==> config.mk <==
export PLATFORM = sky130hd
export DESIGN_NAME = inv_add_round_key_stage
export DESIGN_NICKNAME = d
export VERILOG_FILES = /design/src/rtl/aes_dec_pkg.sv /design/src/rtl/aes_round_key_table.sv /design/src/rtl/inv_add_round_key_stage.sv
export SDC_FILE = /design/constraint.sdc
export NUM_CORES = 2
export LEC_CHECK = 0
export BUFFER_PORTS_ARGS = -buffer_cell sky130_fd_sc_hd__buf_2
export CELL_PAD_IN_SITES_DETAIL_PLACEMENT = 2
export CELL_PAD_IN_SITES_GLOBAL_PLACEMENT = 2
export CORE_UTILIZATION = 31
export DETAILED_ROUTE_END_ITERATION = 10
export PLACE_DENSITY = 0.58
export SYNTH_ARGS = -nofsm -noshare
export SYNTH_HDL_FRONTEND = slang
export SYNTH_SLANG_ARGS = --single-unit
==> constraint.sdc <==
create_clock -name clk -period 4.1 [get_ports clk]
set_clock_uncertainty 0.05 [all_clocks]
set_input_delay 0 -clock clk [delete_from_list [all_inputs] [get_ports clk]]
set_output_delay 0 -clock clk [all_outputs]
set_load 0.01 [all_outputs]
==> src/rtl/aes_dec_pkg.sv <==
// Shared constants, types and helpers for the AES decryption datapath.
package aes_dec_pkg;

   localparam int NR      = 10;   // number of rounds; key table holds NR+1 entries
   localparam int RW      = 4;    // round-index width; 2**RW must exceed NR
   localparam int STATE_W = 128;  // AES state / round-key width

   typedef logic [RW-1:0]      round_t;
   typedef logic [STATE_W-1:0] state_t;

   // Highest legal round index, typed so comparisons stay width-clean
   localparam round_t LAST_ROUND = round_t'(NR);

   // Rounds 1..NR-1 are followed by InvMixColumns; round NR (initial key add)
   // and round 0 (final plaintext) are not.
   function automatic logic is_mix_round(input round_t r);
      return (r != '0) && (r < LAST_ROUND);
   endfunction

endpackage

==> src/rtl/aes_round_key_table.sv <==
// Expanded round-key table: (NR+1) x 128-bit registers with a loaded bitmap,
// one synchronous write port and one combinational read port.
module aes_round_key_table
   import aes_dec_pkg::*;
(
   input  logic   clk,
   input  logic   rst,
   input  logic   wr_en,
   input  round_t wr_idx,
   input  state_t wr_data,
   input  round_t rd_idx,
   output state_t rd_key,
   output logic   rd_loaded
);

   state_t      key_mem [0:NR];
   logic [NR:0] key_loaded;

   // Key storage and loaded bitmap; out-of-range write indices are dropped.
   // NOTE: sequential state uses non-blocking (<=) so every flop samples
   // pre-edge values; the read port below therefore sees the old key when a
   // write and a read of the same index share a cycle.
   always_ff @(posedge clk) begin
      if (rst) begin
         // NOTE: this table is a handful of flops, not a RAM macro, so it is
         // cleared on reset; a reset must genuinely invalidate every key.
         for (int i = 0; i <= NR; i++) begin
            key_mem[i] <= '0;
         end
         key_loaded <= '0;
      end else if (wr_en && (wr_idx <= LAST_ROUND)) begin
         key_mem[wr_idx]    <= wr_data;
         key_loaded[wr_idx] <= 1'b1;
      end
   end

   // Combinational read; indices beyond NR read as an unloaded all-zero key.
   always_comb begin
      // NOTE: defaults first so no path leaves an output unassigned (no latch).
      rd_key    = '0;
      rd_loaded = 1'b0;
      if (rd_idx <= LAST_ROUND) begin
         rd_key    = key_mem[rd_idx];
         rd_loaded = key_loaded[rd_idx];
      end
   end

endmodule

==> src/rtl/inv_add_round_key_stage.sv <==
// Registered AddRoundKey stage of the decryption datapath, upstream of
// InvMixColumns. Applies key[in_round] to in_state with a valid/ready
// handshake, latency 1, throughput 1 per cycle.
module inv_add_round_key_stage
   import aes_dec_pkg::*;
(
   input  logic               clk,
   input  logic               rst,
   input  logic               key_wr_en,
   input  logic [RW-1:0]      key_wr_idx,
   input  logic [STATE_W-1:0] key_wr_data,
   input  logic               in_valid,
   output logic               in_ready,
   input  logic [STATE_W-1:0] in_state,
   input  logic [RW-1:0]      in_round,
   output logic               out_valid,
   input  logic               out_ready,
   output logic [STATE_W-1:0] out_state,
   output logic [RW-1:0]      out_round,
   output logic               out_mix,
   output logic               out_last,
   output logic               out_err,
   output logic               err_sticky
);

   state_t rd_key;
   logic   rd_loaded;
   logic   accept;
   logic   bad_round;

   aes_round_key_table u_key_table (
      .clk       (clk),
      .rst       (rst),
      .wr_en     (key_wr_en),
      .wr_idx    (key_wr_idx),
      .wr_data   (key_wr_data),
      .rd_idx    (in_round),
      .rd_key    (rd_key),
      .rd_loaded (rd_loaded)
   );

   // Output register is free when empty or being drained this cycle.
   assign in_ready  = !out_valid || out_ready;
   assign accept    = in_valid && in_ready;
   assign bad_round = (in_round > LAST_ROUND) || !rd_loaded;

   // Output register: capture on accept, otherwise hold or drop valid after transfer.
   always_ff @(posedge clk) begin
      if (rst) begin
         out_valid  <= 1'b0;
         out_state  <= '0;
         out_round  <= '0;
         out_mix    <= 1'b0;
         out_last   <= 1'b0;
         out_err    <= 1'b0;
         err_sticky <= 1'b0;
      end else if (accept) begin
         out_valid <= 1'b1;
         out_round <= in_round;
         out_err   <= bad_round;
         if (bad_round) begin
            // Pass the state through untouched so the fault is visible downstream
            out_state  <= in_state;
            out_mix    <= 1'b0;
            out_last   <= 1'b0;
            err_sticky <= 1'b1;
         end else begin
            out_state <= in_state ^ rd_key;
            out_mix   <= is_mix_round(in_round);
            out_last  <= (in_round == '0);
         end
      end else if (out_ready) begin
         out_valid <= 1'b0;
      end
   end

endmodule

==> results by group <==
Floorplan
  • Die Width: 544 um
  • Row cnt: 198
  • Die height: 544 um
  • Starting Density: 31.2%
  • Core area: 0.291 mm2
  • I/O Pins: 407
  • Die ar.: around 0.3 mm2

Global routing
  • Overflow left after global routing: 0
  • Largest net degree at the start of global routing: 113
  • Initial antenna violation count: 15
  • Vias in the first global route: 64800
  • Total GRT Usage: 21.9%
  • First-pass GRT wire length: about 470000 um

Worst setup path
  • Worst reg-to-reg path cell count: 7
  • Setup CP Type: primary input to flop
  • Crit path max fanout: 88
  • Worst r2r src: u_key_table.key_loaded[3]
  • R2R Setup Slk: 750 ps
  • Worst setup EP type: flop
  • Cells along the critical path: dlygate4sd3_1 > buf_8 > mux4_2 > a22o_1 > a31o_4 > buf_12 > and4_1 > nor4_1 > dlygate4sd3_1
  • RR Endpoint: out_state[107]
  • Slowest-stage cell, CP: dlygate4sd3_1
  • CP Launch Type: primary input
  • Crit-path max cell delay: 620 ps
  • Crit path required time: 4840 ps
  • CP Data Arrival Time: 4140 ps
  • Most numerous cell on the critical path: dlygate4sd3_1

STA
  • Min Tclk post-route: 3400 ps
  • RSZ-0062 raised after global routing: false
  • Final period util: 82.9%
  • Sum Neg Setup Slack: 0 ps
  • Final slew viol count: 0
  • Final setup viols: 0
  • Final hold vios: 0
  • Slew Limit Headroom: about a fifth
  • Slew at the pin closest to its max-slew limit: ~1200 ps
  • WHS: roughly 31 ps
  • F_max: 294 MHz

Status
  • Status: complete, no violations

Power
  • Leakage: 0.0395 uW
  • Psw: about 13000 uW
  • Net Sw Frac: 24.1%
  • Clk pwr share: 42.9%
  • Gate power share: 8.6%
  • Int Pwr: 40900 uW
  • PwrDens: 480 mW/mm2
  • Sequential power share: 48.5%
  • Max rail drop VDD: 0.000284 V

Logic synthesis
  • Post-Syn Area: 0.0909 mm2
  • Avg Cell Area, Syn: ~15 um2
  • Mapped Cells: between 6000 and 7000
  • Seq cells post-synth: 2196
  • Count of unique library cells instantiated by Yosys: 31
  • Total number of yosys warnings: 0
  • Sequential share of the synthesized area: 69.5%

Detailed routing
  • Antenna-violating nets left: 0
  • Initial DRC Count: 4469
  • DR vias: 58800
  • Vias per inst: between 5 and 6
  • Routed len/inst: 28.4 um
  • DRC Markers: 0
  • Drt pass-1 iters: 7
  • WL final: about 330000 um

Placed design
  • Port bufs: 406
  • DP HPWL: roughly 180000 um
  • Gpl congestion: about 0.73

Cells and area
  • Final #Nets: 7617
  • Share of layout cells above drive strength 1: 19.3%
  • P&R area growth vs syn: 23.5%

CTS
  • CTS tree: yes
  • CTS Buf Count: 265
  • Post-CTS Setup Bufs: 0
  • # resized after CTS: 0
  • CTS HTree Levels: 5
  • Clock latency on the worst-skew pair: 870 ps
  • Clk root buf: clkbuf_16
  • Clk sinks: about 2200
  • Max clock buf depth: 4
  • Worst-path clk slew: roughly 60 ps

Min path
  • HP Class: primary input to flop
  • Worst Hold End: out_state[126]
  • Worst Hold Depth: 4
  • Worst Min Path Start: in_state[126]

Job
  • Total of max-cap violations: 0
[layout make-up]
class	instances	area, um2
sequential	2196	63200
multi-input combinational	3806	27300
antenna	8	20.0
inverter	133	504
timing repair buffer	946	7930
clock inverter	97	892
fill	29200	179000
clock buffer	381	7500
tap	3900	4880
[timing repair]
action	4_1_cts	5_1_grt
hold buffers	393	1
endpoints found under the setup margin	0	0
hold endpoints to repair	1822	16
[power by group through the flow]
stage                     Combinational [uW]  Sequential [uW]  Clock, uW
after global placement                  4260            26500          0
after global routing                    4920            26200      24500
after CTS                               4650            26100      23700
after detailed placement                4330            26600          0
after floorplan                         2390            26500          0
final                                   4620            26100      23100
[placed cells by master, fill, tap and decap left out, types with 5 or more instances in the layout]
cell,Yosys,routed
buf_2,48,403
buf_4,20,79
nor4_1,130,130
nand2_1,148,141
dlygate4sd3_1,0,394
clkbuf_16,0,275
clkinvlp_4,0,5
a22oi_1,256,256
o211ai_1,128,128
inv_6,0,8
clkinv_2,0,34
nor2_1,1550,1549
a211oi_1,128,128
dfxtp_1,276,276
edfxtp_1,1920,1920
a21o_4,0,5
and4_1,128,128
a21oi_1,147,146
conb_1,1,640
clkbuf_1,485,84
clkinv_1,0,28
clkbuf_8,0,23
bufinv_16,0,11
nand2_4,0,7
buf_12,0,66
clkinv_8,0,8
inv_1,133,132
diode_2,0,8
mux4_2,514,514
[critical path, delay by kind of cell]
kind	cells	cell delay, ps
multiplexers	1	570
buffers and inverters	4	1920
AND/OR/NAND/NOR	2	700
AO/OA/AOI/OAI	2	650
[cell families after synthesis]
group / share of synthesized area, %
flip-flops: 69.5
AND/OR/NAND/NOR: 9.29
buffers and inverters: 3.32
AO/OA/AOI/OAI: 5.16
multiplexers: 12.7
other: 0.00412
[stage by stage]
step | total power, uW | setup slack [ps] | util [%] | cell area, um2 | instances
3_3_place_gp | 30800 | 1120 | 34.3 | 99900 | 10600
6_report | 53900 | 700 | 38.5 | 112000 | 11500
5_1_grt | 55700 | 664 | 38.5 | 112000 | 11500
4_1_cts | 54500 | 1060 | 38.5 | 112000 | 11500
3_5_place_dp | 30900 | 1030 | 34.3 | 99900 | 10600
2_1_floorplan | 28900 | 171 | - | 93300 | 6740
[metal layers]
layer,vias to the layer above,wire length (um),track usage [%]
li1,25000,-,-
met1,32000,143000,29.3
met2,1370,163000,38.1
met3,370,13200,2.37
met4,0,6480,4.81
met5,-,0,0
[worst max path at each step]
stage / startpoint / to
after floorplan: rst / u_key_table.key_mem[0][0]
after global placement: in_round[0] / out_state[61]
after detailed placement: in_round[0] / out_state[29]
after global routing: in_round[0] / out_state[107]
after CTS: in_round[0] / out_state[9]
final: in_round[0] / out_state[107]
[state kept, by name (all words and copies together) (netlist names)]
signal / flops
out_state: 128
u_key_table.key_loaded: 11
u_key_table.key_mem: 2048
out_valid: 1
out_last: 1
out_mix: 1
err_sticky: 1
out_err: 1
out_round: 4
[Yosys cell counts]
library cell | number | area share, %
buf_2 | 48 | 0.26
nand2_1 | 148 | 0.61
dfxtp_1 | 276 | 6.1
nor2b_1 | 6 | 0.041
nor2_1 | 1550 | 6.4
and4_1 | 128 | 1.2
mux4_2 | 514 | 13
edfxtp_1 | 1920 | 63
clkbuf_1 | 485 | 2.0
nand4b_1 | 1 | 0.0096
buf_1 | 37 | 0.15
o21ai_0 | 3 | 0.017
nor4_1 | 130 | 0.89
conb_1 | 1 | 0.0041
a21oi_1 | 147 | 0.81
nand2b_1 | 4 | 0.028
o211ai_1 | 128 | 1.1
and3_1 | 2 | 0.014
a31oi_1 | 3 | 0.021
a211oi_1 | 128 | 1.1
inv_1 | 133 | 0.55
a31o_2 | 2 | 0.019
a22o_1 | 1 | 0.0096
a31o_4 | 1 | 0.019
nand3_1 | 5 | 0.028
and3b_1 | 1 | 0.0096
buf_6 | 15 | 0.19
a22oi_1 | 256 | 2.1
buf_4 | 20 | 0.17
and2_1 | 3 | 0.021
a21o_1 | 5 | 0.041
Power figures use the tool's default switching activity.
